**src/rtl/send_arbiter.sv**
```systemverilog
// send_arbiter: round-robin owner of the single send path shared by the partition buffers.
// A winner is latched in idle; real bursts go through a send_req/sending handshake, while
// zero-size and oversize requests are retired straight away with a done pulse.
module send_arbiter #(
  parameter int N_REQ         = 2,
  parameter int BUFF_SIZE     = 32,
  parameter int BUFF_SIZE_BIT = $clog2(BUFF_SIZE) + 1,
  parameter int CNT_W         = 16
) (
  input  logic                           i_clk,
  input  logic                           i_rst,
  input  logic [N_REQ-1:0]               i_req_valid,
  input  logic [N_REQ*BUFF_SIZE_BIT-1:0] i_req_size,
  output logic [N_REQ-1:0]               o_req_grant,
  output logic [N_REQ-1:0]               o_req_done,
  output logic                           o_req_err,
  output logic                           o_send_req,
  output logic [BUFF_SIZE_BIT-1:0]       o_send_buff_size,
  input  logic                           i_sending,
  output logic                           o_busy,
  output logic [CNT_W-1:0]               o_burst_cnt
);

  localparam int IDX_W = $clog2(N_REQ);

  typedef enum logic [1:0] {StIdle, StReq, StBusy, StDone} state_e;

  state_e                   r_state, w_state_d;
  logic [IDX_W-1:0]         r_rr_ptr, w_rr_ptr_d;
  logic [IDX_W-1:0]         r_idx, w_idx_d;
  logic [BUFF_SIZE_BIT-1:0] r_size, w_size_d;
  logic                     r_err, w_err_d;
  logic [N_REQ-1:0]         r_grant, w_grant_d;
  logic [CNT_W-1:0]         r_burst_cnt, w_burst_cnt_d;

  logic                     w_found;
  logic [IDX_W-1:0]         w_pick;
  logic [BUFF_SIZE_BIT-1:0] w_pick_size;
  logic                     w_pick_err;
  logic                     w_pick_zero;

  // Round-robin search: first valid requester at or after rr_ptr, wrapping.
  always_comb begin
    w_found = 1'b0;
    w_pick  = '0;
    for (int k = 0; k < N_REQ; k++) begin
      if (!w_found && i_req_valid[(int'(r_rr_ptr) + k) % N_REQ]) begin
        w_found = 1'b1;
        w_pick  = IDX_W'((int'(r_rr_ptr) + k) % N_REQ);
      end
    end
    w_pick_size = i_req_size[int'(w_pick)*BUFF_SIZE_BIT +: BUFF_SIZE_BIT];
    w_pick_zero = (w_pick_size == '0);
    w_pick_err  = (w_pick_size > BUFF_SIZE_BIT'(BUFF_SIZE));
  end

  // Next-state and next-register logic for the burst sequencer.
  always_comb begin
    w_state_d     = r_state;
    w_rr_ptr_d    = r_rr_ptr;
    w_idx_d       = r_idx;
    w_size_d      = r_size;
    w_err_d       = r_err;
    w_grant_d     = r_grant;
    w_burst_cnt_d = r_burst_cnt;
    unique case (r_state)
      StIdle: begin
        if (w_found) begin
          w_idx_d  = w_pick;
          w_size_d = w_pick_size;
          w_err_d  = w_pick_err;
          if (w_pick_zero || w_pick_err) begin
            // Retire without touching the send path.
            w_state_d = StDone;
          end else begin
            w_state_d = StReq;
            w_grant_d = N_REQ'(1) << w_pick;
          end
        end
      end
      StReq: begin
        if (i_sending) w_state_d = StBusy;
      end
      StBusy: begin
        if (!i_sending) begin
          w_state_d     = StDone;
          w_grant_d     = '0;
          // Only real bursts reach here, so the count excludes skips and errors.
          w_burst_cnt_d = r_burst_cnt + CNT_W'(1);
        end
      end
      StDone: begin
        w_state_d  = StIdle;
        w_err_d    = 1'b0;
        w_rr_ptr_d = (r_idx == IDX_W'(N_REQ - 1)) ? '0 : r_idx + IDX_W'(1);
      end
      default: w_state_d = StIdle;
    endcase
  end

  // State and datapath registers; reset may hit mid-burst.
  always_ff @(posedge i_clk or posedge i_rst) begin
    if (i_rst) begin
      r_state     <= StIdle;
      r_rr_ptr    <= '0;
      r_idx       <= '0;
      r_size      <= '0;
      r_err       <= 1'b0;
      r_grant     <= '0;
      r_burst_cnt <= '0;
    end else begin
      r_state     <= w_state_d;
      r_rr_ptr    <= w_rr_ptr_d;
      r_idx       <= w_idx_d;
      r_size      <= w_size_d;
      r_err       <= w_err_d;
      r_grant     <= w_grant_d;
      r_burst_cnt <= w_burst_cnt_d;
    end
  end

  // Outputs decoded from registered state only.
  always_comb begin
    o_req_grant      = r_grant;
    o_send_req       = (r_state == StReq);
    o_busy           = (r_state != StIdle);
    o_req_done       = (r_state == StDone) ? (N_REQ'(1) << r_idx) : '0;
    o_req_err        = (r_state == StDone) && r_err;
    o_send_buff_size = (|r_grant) ? r_size : '0;
    o_burst_cnt      = r_burst_cnt;
  end

endmodule

```
**config.mk**
```make
export PLATFORM = sky130hd
export DESIGN_NAME = send_arbiter
export DESIGN_NICKNAME = d
export VERILOG_FILES = /design/src/rtl/send_arbiter.sv
export SDC_FILE = /design/constraint.sdc
export NUM_CORES = 1
export LEC_CHECK = 0
export CORE_MARGIN = 4
export CORE_UTILIZATION = 46
export DETAILED_ROUTE_END_ITERATION = 10
export PLACE_DENSITY = 0.79
export SETUP_SLACK_MARGIN = 0.02
export SYNTH_ARGS = -nofsm -noshare
export SYNTH_HDL_FRONTEND = slang
export SYNTH_SLANG_ARGS = --single-unit
```
**constraint.sdc**
```tcl
create_clock -name i_clk -period 2.4 [get_ports i_clk]
set_clock_uncertainty 0.2 [all_clocks]
set_input_delay 0.24 -clock i_clk [delete_from_list [all_inputs] [get_ports i_clk]]
set_output_delay 0.24 -clock i_clk [all_outputs]
set_load 0.02 [all_outputs]
```
==> impl_results.md <==
- Critical Path Max Stage Delay: 560 ps
- Crit share post-route: 92.5%
- Clock Latency Late Sink: 330 ps
- Clock Sinks: 29
- Number of synthesized flops with an enable pin: 0
- Startpoint types: flip-flop
- Post-CTS sizing: 0
- Leakage: 0.949 nW
- P&R area growth vs syn: 42.8%
- Min Clock Period, post-route: 2220 ps
- Worst R2R End: o_burst_cnt[8]
- Mean Syn Cell Area: 10.3 sq um
- R2R depth: 7
- Slowest CP cell: clkdlybuf4s50_1
- Slew HR: 64.2%
- Post-Syn Instances: 145
- Synth top area cells: dfrtp_1, xnor2_1, mux2i_1
- Fraction of layout cells with a size suffix above 1: 9.36%
- DRT Pass-1 Iters: 4
- Asr flop ratio synth: 100%
- Largest net degree at the start of global routing: 17
- H-tree depth: 2
- Area of the multi-input gates: 732 sq um
- First-pass GRT wire length: 6110 microns
- Peak VDD IR: 0.000763 V
- CP arrival: 1780 ps
- Post-DP Area: 0.00204 sq mm
- # fillers: 246
- Ys flop type: dfrtp_1
- Syn nets: 168
- Hold_buf cts: 0
- Initial DRC Count: 39
- Setup slack, reg-to-reg: 270 ps
- CTS tree: done
- Initial antenna violation count: 0
- Post-synthesis sequential area ratio: 48.7%
- Max_cap viols: 0
- # DRC: 0
- Pins Over Slew Limit: 0
- Core Area: 0.00308 sq mm
- RSZ-0062 raised after global routing: no
- Count of different cell masters after synthesis: 33
- Setup Buffers After CTS: 0
- Dpl hpwl: 2730 microns
- Pwr dens: 1020 mW/mm^2
- Hold crit path type: in2async
- Post-Route WL: 3490 microns
- Setup-failing EPs final: 0
- Die W: 64.9 microns
- Yosys top cell area share: 48.7%
- ANT cells: 0
- CP Launch Point: o_req_grant[1]
- Tot GR Track Use: 18.7%
- Post-DRT Antenna Nets: 0
- Nets@finish: 225
- DIE AREA: 0.00421 sq mm
- Number of buffers added on ports: 45
- Total chip power: 0.00218 W
- Syn. warnings: 0
- CTS buffer count: 5
- GPL Wtd Cong: 0.866
- Total number of vias: 1269
- CP Cell Sequence: nor2_1 > nor2b_1 > clkdlybuf4s50_1
- Slew @ Worst Pin: 523 ps
- Vias/cell: 5.14
- Post-synth top area cell: dfrtp_1
- Outcome: complete, no violations
- Reg area: 726 sq um
- Top post-synthesis cells by count: dfrtp_1, nand2_1, o21ai_0
- Buf+Inv Stages, Crit Path: 1
- Row count: 20
- GRT overflow: 0
- Crit path max fanout: 6
- Vias in the first global route: 1356
- Data required time of the worst path: 1960 ps
- Top-count cell post-synth: dfrtp_1
- Post-synthesis register bit count: 29
- Origin of the critical flop-to-flop path: r_state[0]
- Die height: 64.9 microns
- # IOs: 46
- Clk slew on worst S/H paths: 100 ps
- Initial Util: 48.4%
- Clk buf depth: 2
- CP top delay family: buffers and inverters
- Count of final hold-check violations: 0
- WS Path Type: reg2out
- Final instance area: 0.00213 sq mm
- Post-Syn Area: 0.00149 sq mm
- WP depth: 3
- CTS root buf: clkbuf_4
- Worst Setup End Kind: output port
- Routed WL per cell: 14.1 microns
- Maximum clock frequency: 450 MHz
[per-layer routing]
metal | vias up | wire length [microns] | GRT usage, %
li1 | 618 | - | -
met1 | 614 | 1490 | 20.8
met2 | 32 | 1720 | 32.6
met3 | 5 | 240 | 7.80
met4 | 0 | 43 | 5.54
met5 | - | 0 | 0
[worst max-delay path by stage]
stage / slack (ps) / endpoint
after floorplan: 370 / o_req_grant[1]
after global placement: -110 / o_req_grant[1]
after detailed placement: -130 / o_req_grant[1]
after CTS: 110 / o_busy
after global routing: 40 / o_send_buff_size[3]
final: 180 / o_send_buff_size[3]
[cell type report]
| cell class | count | share of cell area (%) |
|---|---|---|
| Multi-Input combinational cell | 108 | 34.4 |
| Clock inverter | 1 | 1.41 |
| Clock buffer | 7 | 2.59 |
| Timing Repair Buffer | 52 | 23.8 |
| Inverter | 6 | 1.06 |
| Tap cell | 44 | 2.59 |
| Sequential cell | 29 | 34.1 |
[power by group]
group	total (W)	switching, W	internal [W]
Clock	0.000419	0.000170	0.000249
Sequential	0.000755	0.000122	0.000633
Combinational	0.00100	0.000522	0.000479
Total	0.00218	0.000815	0.00136
[metrics by stage]
step	cells	hold WS (ps)	setup WS [ps]	setup TNS, ps	utilization, %
2_1_floorplan	145	118	370	0	-
3_3_place_gp	239	260	-108	-180	66.2
3_5_place_dp	239	268	-133	-229	66.2
4_1_cts	247	58.7	115	0	69.0
5_1_grt	247	70.8	44.2	0	69.1
6_report	247	40.6	180	0	69.1
[cell families (layout without fill, tap and decap cells)]
group | after synthesis | after routing | share of synthesized area [%]
buffers and inverters | 8 | 66 | 2.10
flip-flops | 29 | 29 | 48.7
XOR/XNOR | 15 | 15 | 8.82
adder cells (fa/ha/maj) | 6 | 6 | 5.04
multiplexers | 9 | 9 | 6.13
AO/OA/AOI/OAI | 22 | 22 | 8.82
AND/OR/NAND/NOR | 56 | 56 | 20.3
[sequential cells by signal, summed over array words and instances, names as in the netlist]
signal / cells
o_burst_cnt: 16
o_req_grant: 2
r_err: 1
r_idx: 1
r_rr_ptr: 1
r_size: 6
r_state: 2
[placed cells by master, fill, tap and decap left out, drive strengths merged, types with 2 or more instances in the layout]
cell,instances
clkdlybuf4s50,44
clkbuf,7
nand3,8
or4,3
buf,7
inv,6
nor2,7
xor2,4
nor2b,9
ha,6
o21ai,15
nand4,4
nand2,15
mux2i,8
dfrtp,29
xnor2,11
and2,2
and3,3
No activity file was read; power rests on OpenSTA's default activity.
